$ cat config.mk
export PLATFORM = sky130hd
export DESIGN_NAME = sipo_aligner
export DESIGN_NICKNAME = d
export VERILOG_FILES = /design/src/rtl/sipo_pkg.sv /design/src/rtl/sipo_aligner_comma_detect.sv /design/src/rtl/sipo_aligner.sv
export SDC_FILE = /design/constraint.sdc
export NUM_CORES = 1
export LEC_CHECK = 0
export ABC_AREA = 1
export CORE_UTILIZATION = 34
export CTS_CLUSTER_SIZE = 20
export DETAILED_ROUTE_END_ITERATION = 10
export SETUP_SLACK_MARGIN = 0.02
export SYNTH_ARGS = -nofsm -noshare
export SYNTH_HDL_FRONTEND = slang
export SYNTH_SLANG_ARGS = --single-unit
$ cat constraint.sdc
create_clock -name clk -period 5.1 [get_ports clk]
set_clock_uncertainty 0.2 [all_clocks]
set_input_delay 0.51 -clock clk [delete_from_list [all_inputs] [get_ports clk]]
set_output_delay 0.51 -clock clk [all_outputs]
set_load 0.05 [all_outputs]
$ cat src/rtl/sipo_pkg.sv
// Shared types and default K28.5 comma patterns for the serial-to-parallel aligner.
package sipo_pkg;

    typedef enum logic [1:0] {
        HUNT   = 2'd0,
        CHECK  = 2'd1,
        LOCKED = 2'd2
    } state_t;

    localparam logic [9:0] K28_5_P = 10'b0011111010;
    localparam logic [9:0] K28_5_N = 10'b1100000101;

endpackage

$ cat src/rtl/sipo_aligner_comma_detect.sv
// Combinational match of a W-bit window against either comma polarity.
module comma_detect
    import sipo_pkg::*;
#(
    parameter int             W       = 10,
    parameter logic [W-1:0]   COMMA_P = K28_5_P,
    parameter logic [W-1:0]   COMMA_N = K28_5_N
) (
    input  logic [W-1:0] window,
    output logic         match
);

    assign match = (window == COMMA_P) || (window == COMMA_N);

endmodule

$ cat src/rtl/sipo_aligner.sv
// Serial-to-parallel converter with K28.5 comma alignment and symbol-lock tracking.
//   state  | meaning
//   HUNT   | no framing yet, waiting for any comma to set the word boundary
//   CHECK  | framing on boundary, counting aligned commas toward lock
//   LOCKED | symbol lock, tolerating off-boundary commas up to MISS_LIMIT
module sipo_aligner
    import sipo_pkg::*;
#(
    parameter int             W          = 10,
    parameter logic [W-1:0]   COMMA_P    = K28_5_P,
    parameter logic [W-1:0]   COMMA_N    = K28_5_N,
    parameter int             LOCK_COUNT = 3,
    parameter int             MISS_LIMIT = 2
) (
    input  logic         clk,
    input  logic         rst,
    input  logic         serial_in,
    input  logic         bit_en,
    input  logic         align_en,
    output logic [W-1:0] parallel_out,
    output logic         word_valid,
    output logic         is_comma,
    output logic         locked,
    output logic         align_err
);

    localparam int CW = $clog2(W);
    localparam int HW = $clog2(LOCK_COUNT + 1);
    localparam int MW = $clog2(MISS_LIMIT + 1);

    // Only W-1 history bits are needed; the incoming bit completes the window.
    logic [W-2:0]  sr;
    logic [CW-1:0] cnt;
    logic [HW-1:0] hit_cnt;
    logic [MW-1:0] miss_cnt;
    state_t        state;

    logic [W-1:0]  nxt;
    logic          boundary;
    logic          comma;

    logic          emit;
    logic          err_nx;
    state_t        state_nx;
    logic [HW-1:0] hit_nx;
    logic [MW-1:0] miss_nx;
    logic [CW-1:0] cnt_nx;

    assign nxt      = {sr, serial_in};
    assign boundary = (cnt == CW'(W - 1));

    comma_detect #(
        .W       (W),
        .COMMA_P (COMMA_P),
        .COMMA_N (COMMA_N)
    ) u_comma_detect (
        .window (nxt),
        .match  (comma)
    );

    always_comb begin
        emit     = 1'b0;
        err_nx   = 1'b0;
        state_nx = state;
        hit_nx   = hit_cnt;
        miss_nx  = miss_cnt;
        if (!align_en) begin
            emit = boundary;
        end else begin
            case (state)
                HUNT: begin
                    if (comma) begin
                        emit     = 1'b1;
                        hit_nx   = HW'(1);
                        state_nx = (LOCK_COUNT == 1) ? LOCKED : CHECK;
                    end
                end
                CHECK: begin
                    if (comma && boundary) begin
                        emit   = 1'b1;
                        hit_nx = hit_cnt + HW'(1);
                        if (int'(hit_cnt) + 1 >= LOCK_COUNT)
                            state_nx = LOCKED;
                    end else if (comma) begin
                        emit   = 1'b1;
                        hit_nx = HW'(1);
                    end else if (boundary) begin
                        emit = 1'b1;
                    end
                end
                LOCKED: begin
                    if (comma && boundary) begin
                        emit    = 1'b1;
                        miss_nx = '0;
                    end else if (comma) begin
                        err_nx = 1'b1;
                        if (int'(miss_cnt) + 1 == MISS_LIMIT) begin
                            emit     = 1'b1;
                            miss_nx  = '0;
                            hit_nx   = HW'(1);
                            state_nx = CHECK;
                        end else begin
                            miss_nx = miss_cnt + MW'(1);
                        end
                    end else if (boundary) begin
                        emit = 1'b1;
                    end
                end
                default: state_nx = HUNT;
            endcase
        end
        // In HUNT the counter simply wraps so it never leaves 0..W-1.
        cnt_nx = (emit || boundary) ? '0 : cnt + CW'(1);
    end

    always_ff @(posedge clk or posedge rst) begin
        if (rst) begin
            sr           <= '0;
            cnt          <= '0;
            hit_cnt      <= '0;
            miss_cnt     <= '0;
            state        <= HUNT;
            parallel_out <= '0;
            word_valid   <= 1'b0;
            is_comma     <= 1'b0;
            locked       <= 1'b0;
            align_err    <= 1'b0;
        end else if (bit_en) begin
            sr         <= nxt[W-2:0];
            cnt        <= cnt_nx;
            word_valid <= emit;
            is_comma   <= emit && comma;
            align_err  <= err_nx;
            if (emit)
                parallel_out <= nxt;
            if (align_en) begin
                state    <= state_nx;
                hit_cnt  <= hit_nx;
                miss_cnt <= miss_nx;
                locked   <= (state_nx == LOCKED);
            end
        end else begin
            word_valid <= 1'b0;
            is_comma   <= 1'b0;
            align_err  <= 1'b0;
        end
    end

endmodule

==> impl_metrics.py <==
metrics = {
    "logic_synthesis": {
        "synth_nets": 225,
        "synth_fa_ha_area_frac": 0.05768,
        "synth-compound-area-share": 0.06056,
        "synth-seq-area-share": 0.4758,
        "synthCells": 212,
        "synth-simple-area-share": 0.3021,
        "avgSynthCellArea_um2": 8.186,
        "synth_top_family_by_area": "simple AND/OR/NAND/NOR gates",
        "synth.area.mux_share": 0,
        "synthXorXnorAreaFrac": 0.01009,
        "synth_seq_cells": 33,
        "syn-cell-area_um2": 1735,
        "yosys_warnings": 0,
        "ys_types": 23,
    },
    "critical_path": {
        "cp-end-kind": "flop",
        "path_max_fanout": 30,
        "r2r_end": "parallel_out[0]",
        "reg2reg_slack_ps": 3150,
        "cp.required_ps": 5100,
        "crit_path_max_incr_delay_ps": 1120,
        "path_cells": "clkdlybuf4s50_1 -> inv_1 -> or2_2 -> o21ai_0",
        "crit_family": "buffers and inverters",
        "r2r-start": "sr[6]",
        "critPathLaunchType": "input port",
        "crit_buf_inv": 2,
        "worstSetupPathType": "in -> reg",
        "cp.depth": 4,
        "arrival_ps": 2510,
        "cp_slowest_cell": "clkdlybuf4s50_1",
        "reg2regPathDepth": 14,
    },
    "timing": {
        "finalHoldViolCount": 0,
        "fmax_mhz": 397.7,
        "slew_headroom": 0.3368,
        "tns_ps": 0,
        "worst_slew_pin_slew_ps": 991.7,
        "fin_crit_sh": 0.4930,
        "drv_slew": 0,
        "setup_viol": 0,
        "period_minus_slack_ps": 2514,
        "rsz0062_at_grt": "false",
    },
    "route": {
        "post_drt_wl_per_cell_um": 10.83,
        "drt-met1-wl_um": 1692,
        "met3_length_um": 110,
        "vias": 1369,
        "drc": 0,
        "drt_wl_total_um": 3261,
        "route.met2.wl_um": 1409,
        "drt-initial-drc-count": 86,
        "maxUsedRoutingLayer": "met4",
        "drtPass1Iterations": 4,
        "antenna_left": 0,
        "via_per_inst": 4.548,
    },
    "hold_path": {
        "min_from": "parallel_out[5]",
        "holdPathStages": 2,
        "hold_end": "parallel_out[5]",
        "hp-class": "reg -> reg",
    },
    "clock_network": {
        "worstSkewPairLatency_ps": 280,
        "clock_sinks": 33,
        "root_buffer": "clkbuf_8",
        "ctsLongestPathBuffers": 2,
        "holdBufCountCts": 0,
        "ctsResizeCount": 0,
        "numCtsBuffers": 5,
        "htree_levels": 2,
        "path_clk_slew_ps": 70,
        "cts_tree": "done",
        "cts_setup_buffers": 0,
    },
    "global_route": {
        "track_usage": 0.1378,
        "grt_overflow": 0,
        "grt_pass1_vias": 1266,
        "antenna_found_initial": 0,
        "grt_start_max_net_pins": 34,
        "grt_pass1_wl_um": 5678,
    },
    "floorplanning": {
        "fp.dieH_um": 73.45,
        "die_x_um": 73.45,
        "num_io_pins": 19,
        "core_um2": 4817,
        "start_util": 0.3603,
        "die-area_um2": 5394,
        "rows": 25,
    },
    "power_and_ir_drop": {
        "share_comb_of_total_power": 0.353,
        "p_per_area_nw_per_um2": 419.6,
        "p_leak_nw": 1.045,
        "peakVddDrop_mv": 0.1806,
        "clockPowerShare": 0.221,
        "power.switching_w": 0.0003347,
        "switching_share": 0.3933,
        "p_seq_frac": 0.426,
        "intPower_w": 0.0005164,
    },
    "place": {
        "gp_congestion": 0.8218,
        "io_buffers": 18,
        "hpwl_um": 2301,
    },
    "finish": {
        "syn2layout_area_growth_pct": 16.87,
        "num-nets-final": 246,
        "layout-drive-gt1-share": 0.07692,
        "n_antenna_cell": 0,
        "utilization": 0.4210,
    },
    "flow_run": {
        "maxCapViolations": 0,
    },
    "run_status": {
        "outcome": "complete, no violations",
    },
}
## metal layers
| layer | global-route usage | up-vias |
|---|---|---|
| li1 | - | 709 |
| met1 | 0.1869 | 623 |
| met2 | 0.2100 | 33 |
| met3 | 0.03292 | 4 |
| met4 | 0.05769 | 0 |
| met5 | 0 | - |
## registers in the layout, summed over array words and instances, names as in the netlist
| signal | flops |
|---|---|
| parallel_out | 10 |
| locked | 1 |
| hit_cnt | 2 |
| sr | 9 |
| align_err | 1 |
| miss_cnt | 2 |
| state | 2 |
| is_comma | 1 |
| cnt | 4 |
| word_valid | 1 |
## layout by cell type (no fill, tap or decap)
| cell type | instances |
|---|---|
| o22ai_1 | 2 |
| nor4_1 | 1 |
| xor2_1 | 2 |
| clkbuf_1 | 1 |
| nand2_4 | 2 |
| inv_1 | 27 |
| a21oi_1 | 2 |
| o21ai_0 | 15 |
| nand4_1 | 2 |
| dfrtp_1 | 33 |
| a21boi_0 | 1 |
| clkinv_2 | 2 |
| or2_2 | 2 |
| ha_1 | 8 |
| nand3b_1 | 1 |
| buf_4 | 1 |
| clkdlybuf4s50_1 | 18 |
| nor3_1 | 3 |
| clkbuf_8 | 5 |
| nand2_1 | 62 |
| nor2_1 | 15 |
| nor2_4 | 1 |
| nand2_2 | 4 |
| nor2_2 | 1 |
| nand3_1 | 22 |
| and3_1 | 1 |
## Yosys cell counts (all sizes together)
master | number | area [um2]
nor4 | 1 | 6.260
xor2 | 2 | 17.52
nand4 | 2 | 12.51
a21boi | 1 | 7.510
ha | 8 | 100.1
nand3b | 1 | 7.510
buf | 3 | 33.78
nor2 | 17 | 73.82
o21ai | 15 | 75.07
nand3 | 22 | 110.1
dfrtp | 33 | 825.8
inv | 27 | 101.4
nand2 | 68 | 280.3
nor3 | 3 | 15.01
o22ai | 2 | 12.51
a21oi | 2 | 10.01
clkbuf | 2 | 27.53
and3 | 1 | 6.260
or2 | 2 | 12.51
## cell families (layout without fill, tap and decap cells)
kind of cell | after synthesis | after routing
buffers and inverters | 32 | 54
AOI/OAI and AO/OA | 20 | 20
adders and majority gates | 8 | 8
xor gates and xnor gates | 2 | 2
and+or+nand+nor | 117 | 117
DFF | 33 | 33
## cell type report
cell class | count | area (um2)
Clock buffer | 6 | 72.57
Clock inverter | 2 | 10.01
Fill cell | 510 | 2789
Inverter | 27 | 101.3
Multi-Input combinational cell | 147 | 747.0
Sequential cell | 33 | 825.8
Tap cell | 67 | 83.83
Timing Repair Buffer | 19 | 187.7
## per-stage QoR
| step | worst slack (ps) | cells | instance area (um2) | total power, W | hold WS [ps] |
|---|---|---|---|---|---|
| 6_report | 2586 | 301 | 2028 | 0.0008511 | 270.5 |
| 5_1_grt | 2272 | 301 | 2028 | 0.0009020 | 286.9 |
| 4_1_cts | 2582 | 301 | 2028 | 0.0008606 | 276.8 |
| 3_5_place_dp | 2262 | 293 | 1946 | 0.0006686 | 259.4 |
| 3_3_place_gp | 2350 | 293 | 1946 | 0.0006649 | 255.1 |
| 2_1_floorplan | 3277 | 212 | 1735 | 0.0005811 | 254.0 |
## worst max path at each step
| stage | start | to | slack [ps] |
|---|---|---|---|
| 2_1_floorplan | serial_in | parallel_out[0] | 3280 |
| 3_3_place_gp | bit_en | miss_cnt[0] | 2350 |
| 3_5_place_dp | bit_en | cnt[0] | 2260 |
| 4_1_cts | bit_en | cnt[0] | 2580 |
| 5_1_grt | bit_en | miss_cnt[0] | 2270 |
| 6_report | bit_en | cnt[0] | 2590 |
## power groups by stage
stage	combinational, W	sequential, W	clock [W]
2_1_floorplan	0.000127	0.000454	0
3_3_place_gp	0.000298	0.000366	0
3_5_place_dp	0.000302	0.000367	0
6_report	0.000300	0.000362	0.000188
4_1_cts	0.000302	0.000363	0.000196
5_1_grt	0.000328	0.000369	0.000205
## tightest hold or removal path, stage by stage (launching register included)
cell and delay [ps]:
dfrtp_1 340, nand2_1 50, nand2_1 50
(Power assumes the default switching activity.)
